<file path="config.mk">
export PLATFORM = sky130hd
export DESIGN_NAME = lcd_nibble_rx_flat
export DESIGN_NICKNAME = d
export VERILOG_FILES = /design/src/rtl/lcd_nibble_rx_if.sv /design/src/rtl/lcd_nibble_rx.sv /design/src/flat_wrapper.sv
export SDC_FILE = /design/constraint.sdc
export NUM_CORES = 1
export LEC_CHECK = 0
export CAP_MARGIN = 20
export CORE_MARGIN = 4
export CORE_UTILIZATION = 50
export CTS_CLUSTER_DIAMETER = 80
export DETAILED_ROUTE_END_ITERATION = 7
export PLACE_DENSITY_LB_ADDON = 0.25
export SYNTH_ARGS = -nofsm -noshare
export SYNTH_HDL_FRONTEND = slang
export SYNTH_SLANG_ARGS = --single-unit
</file>
<file path="constraint.sdc">
create_clock -name clk_LCD -period 2.9 [get_ports clk_LCD]
set_input_delay 0.58 -clock clk_LCD [delete_from_list [all_inputs] [get_ports clk_LCD]]
set_output_delay 0.58 -clock clk_LCD [all_outputs]
set_load 0.005 [all_outputs]
</file>
<file path="src/rtl/lcd_nibble_rx_if.sv">
// 4-bit HD44780-style LCD bus: E strobe, RS, RW and DB[7:4].
// The driver side is the master; the receiver model is the slave.
interface lcd_nibble_rx_if;
  logic       lcd_en;
  logic       lcd_rs;
  logic       lcd_rw;
  logic [3:0] lcd_data;

  modport master (output lcd_en, output lcd_rs, output lcd_rw, output lcd_data);
  modport slave  (input  lcd_en, input  lcd_rs, input  lcd_rw, input  lcd_data);
endinterface

</file>
<file path="src/rtl/lcd_nibble_rx.sv">
// Receiver/model for the 4-bit LCD bus: reassembles nibbles into bytes,
// executes instructions into display-state registers and keeps a DDRAM image.
//
// state  | meaning
// S_FILL | writing FILL_CHAR to cells 0..DEPTH-1, one per cycle; busy=1
// S_IDLE | executing assembled bytes as they arrive
module lcd_nibble_rx #(
  parameter int          DEPTH     = 80,
  parameter logic [7:0]  FILL_CHAR = 8'h20
) (
  input  logic             clk_LCD,
  input  logic             rst_n,
  lcd_nibble_rx_if.slave   bus,
  output logic             byte_valid,
  output logic             byte_rs,
  output logic [7:0]       byte_data,
  output logic             busy,
  output logic [6:0]       ac,
  output logic             disp_on,
  output logic             cursor_on,
  output logic             blink_on,
  output logic             entry_id,
  output logic             entry_s,
  output logic             func_n,
  output logic             func_f,
  output logic             rw_err,
  output logic             ovr_err,
  output logic             dl_err,
  input  logic [6:0]       rd_addr,
  output logic [7:0]       rd_data
);

  typedef enum logic {S_FILL, S_IDLE} state_t;

  localparam logic [6:0] LAST    = 7'(DEPTH - 1);
  localparam logic [7:0] DEPTH_W = 8'(DEPTH);

  state_t     state, state_nx;
  logic       en_s1, en_s2, en_s3;
  logic       rs_s1, rs_s2, rw_s1, rw_s2;
  logic [3:0] d_s1, d_s2;
  logic       fall;
  logic       phase_lsb;
  logic [3:0] hi_nib;
  logic       cap_valid, cap_rs;
  logic [7:0] cap_byte;
  logic [6:0] fill_cnt;
  logic       fill_last, exec;
  logic       mem_we;
  logic [6:0] mem_addr;
  logic [7:0] mem_wdata;
  logic [7:0] ddram [DEPTH];

  function automatic logic [6:0] step(input logic [6:0] a, input logic up);
    if (up) return (a == LAST) ? 7'd0 : a + 7'd1;
    else    return (a == 7'd0) ? LAST : a - 7'd1;
  endfunction

  always_ff @(posedge clk_LCD or negedge rst_n) begin
    if (!rst_n) begin
      en_s1 <= 1'b0; en_s2 <= 1'b0; en_s3 <= 1'b0;
      rs_s1 <= 1'b0; rs_s2 <= 1'b0;
      rw_s1 <= 1'b0; rw_s2 <= 1'b0;
      d_s1  <= '0;   d_s2  <= '0;
    end else begin
      en_s1 <= bus.lcd_en;   en_s2 <= en_s1; en_s3 <= en_s2;
      rs_s1 <= bus.lcd_rs;   rs_s2 <= rs_s1;
      rw_s1 <= bus.lcd_rw;   rw_s2 <= rw_s1;
      d_s1  <= bus.lcd_data; d_s2  <= d_s1;
    end
  end

  assign fall = en_s3 & ~en_s2;

  // A read strobe is flagged and dropped without disturbing the nibble phase.
  always_ff @(posedge clk_LCD or negedge rst_n) begin
    if (!rst_n) begin
      phase_lsb <= 1'b0;
      hi_nib    <= '0;
      cap_valid <= 1'b0;
      cap_rs    <= 1'b0;
      cap_byte  <= '0;
      rw_err    <= 1'b0;
    end else begin
      cap_valid <= 1'b0;
      if (fall) begin
        if (rw_s2) begin
          rw_err <= 1'b1;
        end else if (!phase_lsb) begin
          hi_nib    <= d_s2;
          phase_lsb <= 1'b1;
        end else begin
          cap_valid <= 1'b1;
          cap_byte  <= {hi_nib, d_s2};
          cap_rs    <= rs_s2;
          phase_lsb <= 1'b0;
        end
      end
    end
  end

  always_ff @(posedge clk_LCD or negedge rst_n) begin
    if (!rst_n) begin
      byte_valid <= 1'b0;
      byte_rs    <= 1'b0;
      byte_data  <= '0;
    end else begin
      byte_valid <= cap_valid;
      if (cap_valid) begin
        byte_rs   <= cap_rs;
        byte_data <= cap_byte;
      end
    end
  end

  always_ff @(posedge clk_LCD or negedge rst_n) begin
    if (!rst_n) state <= S_FILL;
    else        state <= state_nx;
  end

  always_comb begin
    state_nx  = state;
    fill_last = 1'b0;
    exec      = 1'b0;
    mem_we    = 1'b0;
    mem_addr  = ac;
    mem_wdata = cap_byte;
    case (state)
      S_FILL: begin
        mem_we    = 1'b1;
        mem_addr  = fill_cnt;
        mem_wdata = FILL_CHAR;
        if (fill_cnt == LAST) begin
          fill_last = 1'b1;
          state_nx  = S_IDLE;
        end
      end
      S_IDLE: begin
        if (cap_valid) begin
          exec = 1'b1;
          if (cap_rs)                  mem_we   = 1'b1;
          else if (cap_byte == 8'h01)  state_nx = S_FILL;
        end
      end
      default: state_nx = S_FILL;
    endcase
  end

  assign busy = (state == S_FILL);

  always_ff @(posedge clk_LCD or negedge rst_n) begin
    if (!rst_n) begin
      fill_cnt  <= '0;
      ac        <= '0;
      disp_on   <= 1'b0;
      cursor_on <= 1'b0;
      blink_on  <= 1'b0;
      entry_id  <= 1'b1;
      entry_s   <= 1'b0;
      func_n    <= 1'b0;
      func_f    <= 1'b0;
      dl_err    <= 1'b0;
      ovr_err   <= 1'b0;
    end else if (state == S_FILL) begin
      fill_cnt <= fill_cnt + 7'd1;
      if (cap_valid) ovr_err <= 1'b1;
      if (fill_last) begin
        fill_cnt <= '0;
        ac       <= '0;
        entry_id <= 1'b1;
      end
    end else if (exec) begin
      if (cap_rs) begin
        ac <= step(ac, entry_id);
      end else begin
        casez (cap_byte)
          8'b1???????: ac <= ({1'b0, cap_byte[6:0]} < DEPTH_W) ? cap_byte[6:0] : 7'd0;
          8'b01??????: ;
          8'b001?????: begin
            func_n <= cap_byte[3];
            func_f <= cap_byte[2];
            if (cap_byte[4]) dl_err <= 1'b1;
          end
          8'b0001????: if (!cap_byte[3]) ac <= step(ac, cap_byte[2]);
          8'b00001???: begin
            disp_on   <= cap_byte[2];
            cursor_on <= cap_byte[1];
            blink_on  <= cap_byte[0];
          end
          8'b000001??: begin
            entry_id <= cap_byte[1];
            entry_s  <= cap_byte[0];
          end
          8'b0000001?: ac <= '0;
          default: ;
        endcase
      end
    end
  end

  always_ff @(posedge clk_LCD) begin
    if (mem_we) ddram[mem_addr] <= mem_wdata;
  end

  // Registered read sees the pre-write contents of a cell written this cycle.
  always_ff @(posedge clk_LCD or negedge rst_n) begin
    if (!rst_n) rd_data <= '0;
    else        rd_data <= ({1'b0, rd_addr} < DEPTH_W) ? ddram[rd_addr] : FILL_CHAR;
  end

endmodule

</file>
<file path="src/flat_wrapper.sv">
// flat-port wrapper written by rule: the top's interface ports become plain ports
module lcd_nibble_rx_flat 
#(
  parameter int          DEPTH     = 80,
  parameter logic [7:0]  FILL_CHAR = 8'h20
)
  (clk_LCD, rst_n, byte_valid, byte_rs, byte_data, busy, ac, disp_on, cursor_on, blink_on, entry_id, entry_s, func_n, func_f, rw_err, ovr_err, dl_err, rd_addr, rd_data, bus_lcd_en, bus_lcd_rs, bus_lcd_rw, bus_lcd_data);
  lcd_nibble_rx_if bus_i ();
  input  logic clk_LCD;
  input  logic rst_n;
  output logic byte_valid;
  output logic byte_rs;
  output logic [7:0] byte_data;
  output logic busy;
  output logic [6:0] ac;
  output logic disp_on;
  output logic cursor_on;
  output logic blink_on;
  output logic entry_id;
  output logic entry_s;
  output logic func_n;
  output logic func_f;
  output logic rw_err;
  output logic ovr_err;
  output logic dl_err;
  input  logic [6:0] rd_addr;
  output logic [7:0] rd_data;
  input wire logic [$bits(bus_i.lcd_en)-1:0] bus_lcd_en;
  input wire logic [$bits(bus_i.lcd_rs)-1:0] bus_lcd_rs;
  input wire logic [$bits(bus_i.lcd_rw)-1:0] bus_lcd_rw;
  input wire logic [$bits(bus_i.lcd_data)-1:0] bus_lcd_data;
  assign bus_i.lcd_en = bus_lcd_en;
  assign bus_i.lcd_rs = bus_lcd_rs;
  assign bus_i.lcd_rw = bus_lcd_rw;
  assign bus_i.lcd_data = bus_lcd_data;
  lcd_nibble_rx #(.DEPTH(DEPTH), .FILL_CHAR(FILL_CHAR)) u_core (.clk_LCD(clk_LCD), .rst_n(rst_n), .bus(bus_i), .byte_valid(byte_valid), .byte_rs(byte_rs), .byte_data(byte_data), .busy(busy), .ac(ac), .disp_on(disp_on), .cursor_on(cursor_on), .blink_on(blink_on), .entry_id(entry_id), .entry_s(entry_s), .func_n(func_n), .func_f(func_f), .rw_err(rw_err), .ovr_err(ovr_err), .dl_err(dl_err), .rd_addr(rd_addr), .rd_data(rd_data));
endmodule
</file>
* Word-level counts from Yosys, hierarchy flattened
Memory sizes are Yosys's and may differ from the RTL's.
Cells that the tools add are included.
** Storage, ports and cells
- Memories :: 1
- Bits in registers :: 73
- Output and inout bits :: 36
- Input port bits :: 16
- Memory bits (writable) :: 640
- Word-level logic and storage cells :: 106
** Memories
- u_core.ddram :: words 80, width 8, rd ports 1, clocked after Yosys merged registers in 0, write ports 1, RTL line lcd_nibble_rx.sv:52 : logic [7:0] ddram [DEPTH];
** Operators by class
- Reduce and logical (&&, ||, !) cells :: 13
- $lt $le $gt $ge :: 2
- Bitwise gates (word level) :: 6
- Add/sub/neg operators :: 3
- Mux-type cells :: 37
- Eq/ne operators :: 13
** Operators by type and width (number)
- $mux 7 :: 12
- $pmux 7 s3 :: 1
- $mux 1 :: 20
- $reduce_and 4->1 :: 5
- $mux 8 :: 2
- $add 7x1->7 const B :: 2
- $eq 7x7->1 const B :: 2
- $lt 7x7->1 const B :: 2
- $eq 8x1->1 const B :: 1
- $eq 7x1->1 const B :: 1
- $logic_not 7->1 :: 1
- $sub 7x1->7 const B :: 1
- $eq 6x1->1 const B :: 1
- $ne 2x2->1 const B :: 3
- $reduce_and 2->1 :: 3
- $reduce_and 3->1 :: 2
- $eq 5x1->1 const B :: 1
- $ne 5x5->1 const B :: 1
- $not 1->1 :: 5
- $reduce_and 5->1 :: 1
- $eq 4x1->1 const B :: 1
- $ne 4x4->1 const B :: 1
- $pmux 1 s2 :: 2
- $eq 3x1->1 const B :: 1
- other kinds (2) :: 2

* Longest topological paths before layout
- Depth after elaboration :: 8
- Depth in mapped cells :: 9
- Depth with buffers taken out :: 8

* Worst setup path before layout
OpenSTA, ideal clock, no wires.
- Path type :: register to register
- From :: register u_core.state
- To :: memory u_core.ddram[0][7] (data pin)
- Data required time :: 2327 ps
- Setup time :: 573 ps
- Stages on the path, launching flop included :: 4
- Buffers on the path :: 1
- Arrival :: 2504 ps
- Period minus slack after synthesis :: 3078 ps
- Setup slack :: -178 ps
- Path through :: dfrtp_1 inv_1 clkbuf_1 nor2_1
** On the way
- Cells in the longest elaborated chain, start to end :: 1
** Ends and longest elaborated chain
- from (decl) :: RTL line lcd_nibble_rx.sv:38 : state_t state, state_nx;
- from (signal assigned) :: RTL line lcd_nibble_rx.sv:118 : else state <= state_nx;
- $mux 8 :: RTL line lcd_nibble_rx.sv:128 : case (state)
- named net u_core.mem_wdata[7] :: RTL line lcd_nibble_rx.sv:51 : logic [7:0] mem_wdata;
- to (decl) :: RTL line lcd_nibble_rx.sv:52
The timed path passes the listed nets, and every way through them passes these cells.

* Worst setup path after layout
- From :: register u_core.state
- To :: output busy
** On the way
- Cells in the longest elaborated chain, start to end :: 1
** Ends and longest elaborated chain
- $not 1->1 :: RTL line lcd_nibble_rx.sv:149 : assign busy = (state == S_FILL);
- to (decl) :: RTL line flat_wrapper.sv:14 : output logic busy;
Every way passes these cells.

==> results by group <==
Outcome
  • Status: finished clean

Floorplan
  • IO Count: between 50 and 60
  • Die area: 60,300 sq um
  • Area of the core: roughly 56,000 sq um
  • Initial Utilization: 0.508
  • # rows: 86
  • Die boundary height: approximately 250 um
  • Die Width: 246 um

Clock tree
  • CTS Hold Bufs: 0
  • Clock transition at the registers of the reported paths: 0.06 ns
  • Htree depth: 3
  • Post-cts gate resize count: 0
  • Clock latency on the worst-skew pair: 0.60 ns
  • Clock Sink Count: between 700 and 800
  • CTS tree: yes
  • Bufs on Longest Clock Path: 3
  • CTS Buf Count: 73
  • Post-CTS setup buffers: 0
  • CTS root buffer: clkbuf_16

Setup path
  • WP buf/inv: 3
  • Slowest CP cell: clkdlybuf4s50_1
  • Crit path max fanout: 12
  • Slowest Stage Delay on Critical Path: 0.53 ns
  • Element type at the critical path end: primary output
  • Kind of critical path: reg2out
  • Delay-heaviest family, CP: buffers and inverters
  • CP Cell Sequence: inv_1 -> buf_4 -> clkdlybuf4s50_1
  • Startpoint Class: flop
  • Crit path DAT: about 2.1 ns
  • Worst EP required: approximately 2.3 ns

Finish
  • Finished Core Util: 0.593
  • Commonest non-fill, non-tap cell in the layout: edfxtp_1
  • P&R area growth vs syn: 16.6%
  • N_diodes: 0
  • Most frequent cells in the layout: 640 x edfxtp_1, 168 x mux4_2, 137 x buf_4, 110 x nor2_1, 77 x clkbuf_16
  • Final nets: between 1,500 and 2,000
  • Layout cell share with drive strength beyond 1: 0.269

Global routing
  • Largest net degree at the start of global routing: 81
  • Initial antenna violation count: 0
  • First-pass GRT wire length: 96.4 mm
  • Vias in the first global route: 14,900
  • Overflow after GRT: 0
  • Tot GR Track Use: 0.215

Synthesis
  • Ys Warns: 0
  • Post-synth top flop: edfxtp_1
  • Mapped Area: 28,200 sq um
  • Seq cells post-synth: 713
  • Sequential fraction of the synthesis area: 0.746
  • Synthesized Nets: around 1,500
  • Syn avg cell area: 19.3 sq um
  • Number of enable flip-flop cells after synthesis: 640
  • Synth unique cells: 57
  • Mapped Cells: approximately 1,500
  • Synth async-reset ratio: 0.102

STA
  • Final Cycle Share: 0.928
  • Worst Max-Slew Pin Slew: 0.993 ns
  • Setup TNS Final: 0 ns
  • Final setup viols: 0
  • Slew Limit Fails: 0
  • Max Clk Rate: ~370 MHz
  • Clock skew: 0.0204 ns
  • Fin. Hold Viols: 0
  • Slew headroom: 0.332
  • Min Tclk post-route: between 2 and 3 ns
  • RSZ-0062 raised after global routing: false

Detailed routing
  • Met2 WL post-DR: 30.6 mm
  • Routed WL: 63.5 mm
  • Met3 wire length: 4.75 mm
  • Routed len/inst: roughly 26 um
  • Highest metal used: met4
  • Starting DRC count in detailed routing: 1,705
  • 1st-pass router iterations: 5
  • Vias: 14,700
  • DRC errors left: 0
  • Antenna Nets Post-Route: 0
  • Vias per inst: 5.98
  • Metal-1 WL: roughly 27 mm

Power and ir drop
  • Sw Ratio: 0.209
  • Peak supply drop: about 0.52 mV
  • Power per cell area: 659 nW/um^2
  • Leak: 9.42 nW
  • Comb power frac: 0.053
  • Clk pwr share: 0.422
  • Flop pwr share: 0.525
  • Psw: 4.54 mW
  • Int Power: 17.2 mW

Flow run
  • Number of max-cap violations: 0

Placed design
  • HPWL Detailed: 41.2 mm
  • Gpl congestion: 0.895
  • IO Port Bufs: 51

Min path
  • HP Class: in2async
## final timing paths
| path | startpoint | endpoint | slack [ns] | cells past startpoint |
|---|---|---|---|---|
| max in group asynchronous | rst_n | u_core.ac[4] | 2.12 | 1 |
| hold / removal | rst_n | u_core.d_s1[0] | 0.15 | 1 |
| setup reg to reg | u_core.state | u_core.ddram[60][0] | 0.33 | 6 |
| hold reg to reg | u_core.d_s1[2] | u_core.d_s2[2] | 0.35 | 0 |
| min in group clk_LCD | u_core.d_s1[2] | u_core.d_s2[2] | 0.35 | 0 |
| setup / recovery | u_core.state | busy | 0.21 | 3 |
## sequential cells by signal, indices dropped and copies added (netlist names), 4 cells and up
register	flops
u_core.ac	7
u_core.byte_data	8
u_core.cap_byte	8
u_core.d_s1	4
u_core.d_s2	4
u_core.ddram	640
u_core.fill_cnt	7
u_core.hi_nib	4
u_core.rd_data	8
## synthesized netlist by cell type, types with 6 or more instances
library cell,number,area share
a211oi_1,17,0.0045
buf_2,24,0.0043
nand3_1,34,0.0060
buf_4,9,0.0024
o21ai_0,30,0.0053
nand2_1,69,0.0092
dfrtp_1,72,0.064
edfxtp_1,640,0.68
nor2b_1,18,0.0040
a22oi_1,10,0.0027
nor3_1,8,0.0014
o22ai_1,11,0.0024
inv_1,13,0.0017
mux4_2,168,0.13
buf_6,7,0.0028
a21oi_1,29,0.0051
xnor2_1,8,0.0025
mux2_2,26,0.010
clkbuf_1,32,0.0043
and2_1,6,0.0013
nand2b_1,6,0.0013
mux2i_1,31,0.011
o31ai_1,9,0.0024
nor2_1,112,0.015
## per-stage QoR
| step | cells | hold slack (ns) | total power [mW] | area (sq um) | setup WS, ns |
|---|---|---|---|---|---|
| 6_report | 2464 | 0.147 | 21.7 | 32900 | 0.208 |
| 5_1_grt | 2464 | 0.207 | 22.4 | 32900 | 0.114 |
| 4_1_cts | 2464 | 0.157 | 21.9 | 32900 | 0.191 |
| 3_5_place_dp | 2333 | 0.335 | 12.8 | 30600 | 0.187 |
| 3_3_place_gp | 2333 | 0.334 | 12.7 | 30600 | 0.162 |
| 2_1_floorplan | 1461 | 0.284 | 12.2 | 28200 | -0.178 |
## power groups by stage
stage | clock network [mW] | registers [mW] | logic (mW)
2_1_floorplan | 0 | 11.5 | 0.701
3_3_place_gp | 0 | 11.6 | 1.14
3_5_place_dp | 0 | 11.6 | 1.15
4_1_cts | 9.31 | 11.4 | 1.15
5_1_grt | 9.78 | 11.4 | 1.24
6_report | 9.15 | 11.4 | 1.14
## per-layer routing
metal  vias up  GRT usage
met1      7662      0.316
met3       100     0.0395
li1       6329          -
met5         -          0
met2       638      0.338
met4         0     0.0591
## final cells by class
class / count / area (sq um)
Fill cell: 4085 / 22600
Sequential cell: 713 / 21000
Multi-Input combinational cell: 660 / 6760
Clock buffer: 100 / 2040
Timing Repair Buffer: 199 / 1780
Tap cell: 748 / 936
Clock inverter: 31 / 294
Inverter: 13 / 48.8
## kinds of logic (layout without fill, tap and decap cells)
logic type,after synthesis,after routing,share of synthesized area
flops,713,713,0.746
fa+ha+maj,4,4,0.00177
mux,225,225,0.155
compound gates,141,141,0.0331
xor+xnor,13,13,0.00403
simple gates,277,277,0.0442
buf+inv,88,343,0.0158
No activity file was read; power rests on OpenSTA's default activity.
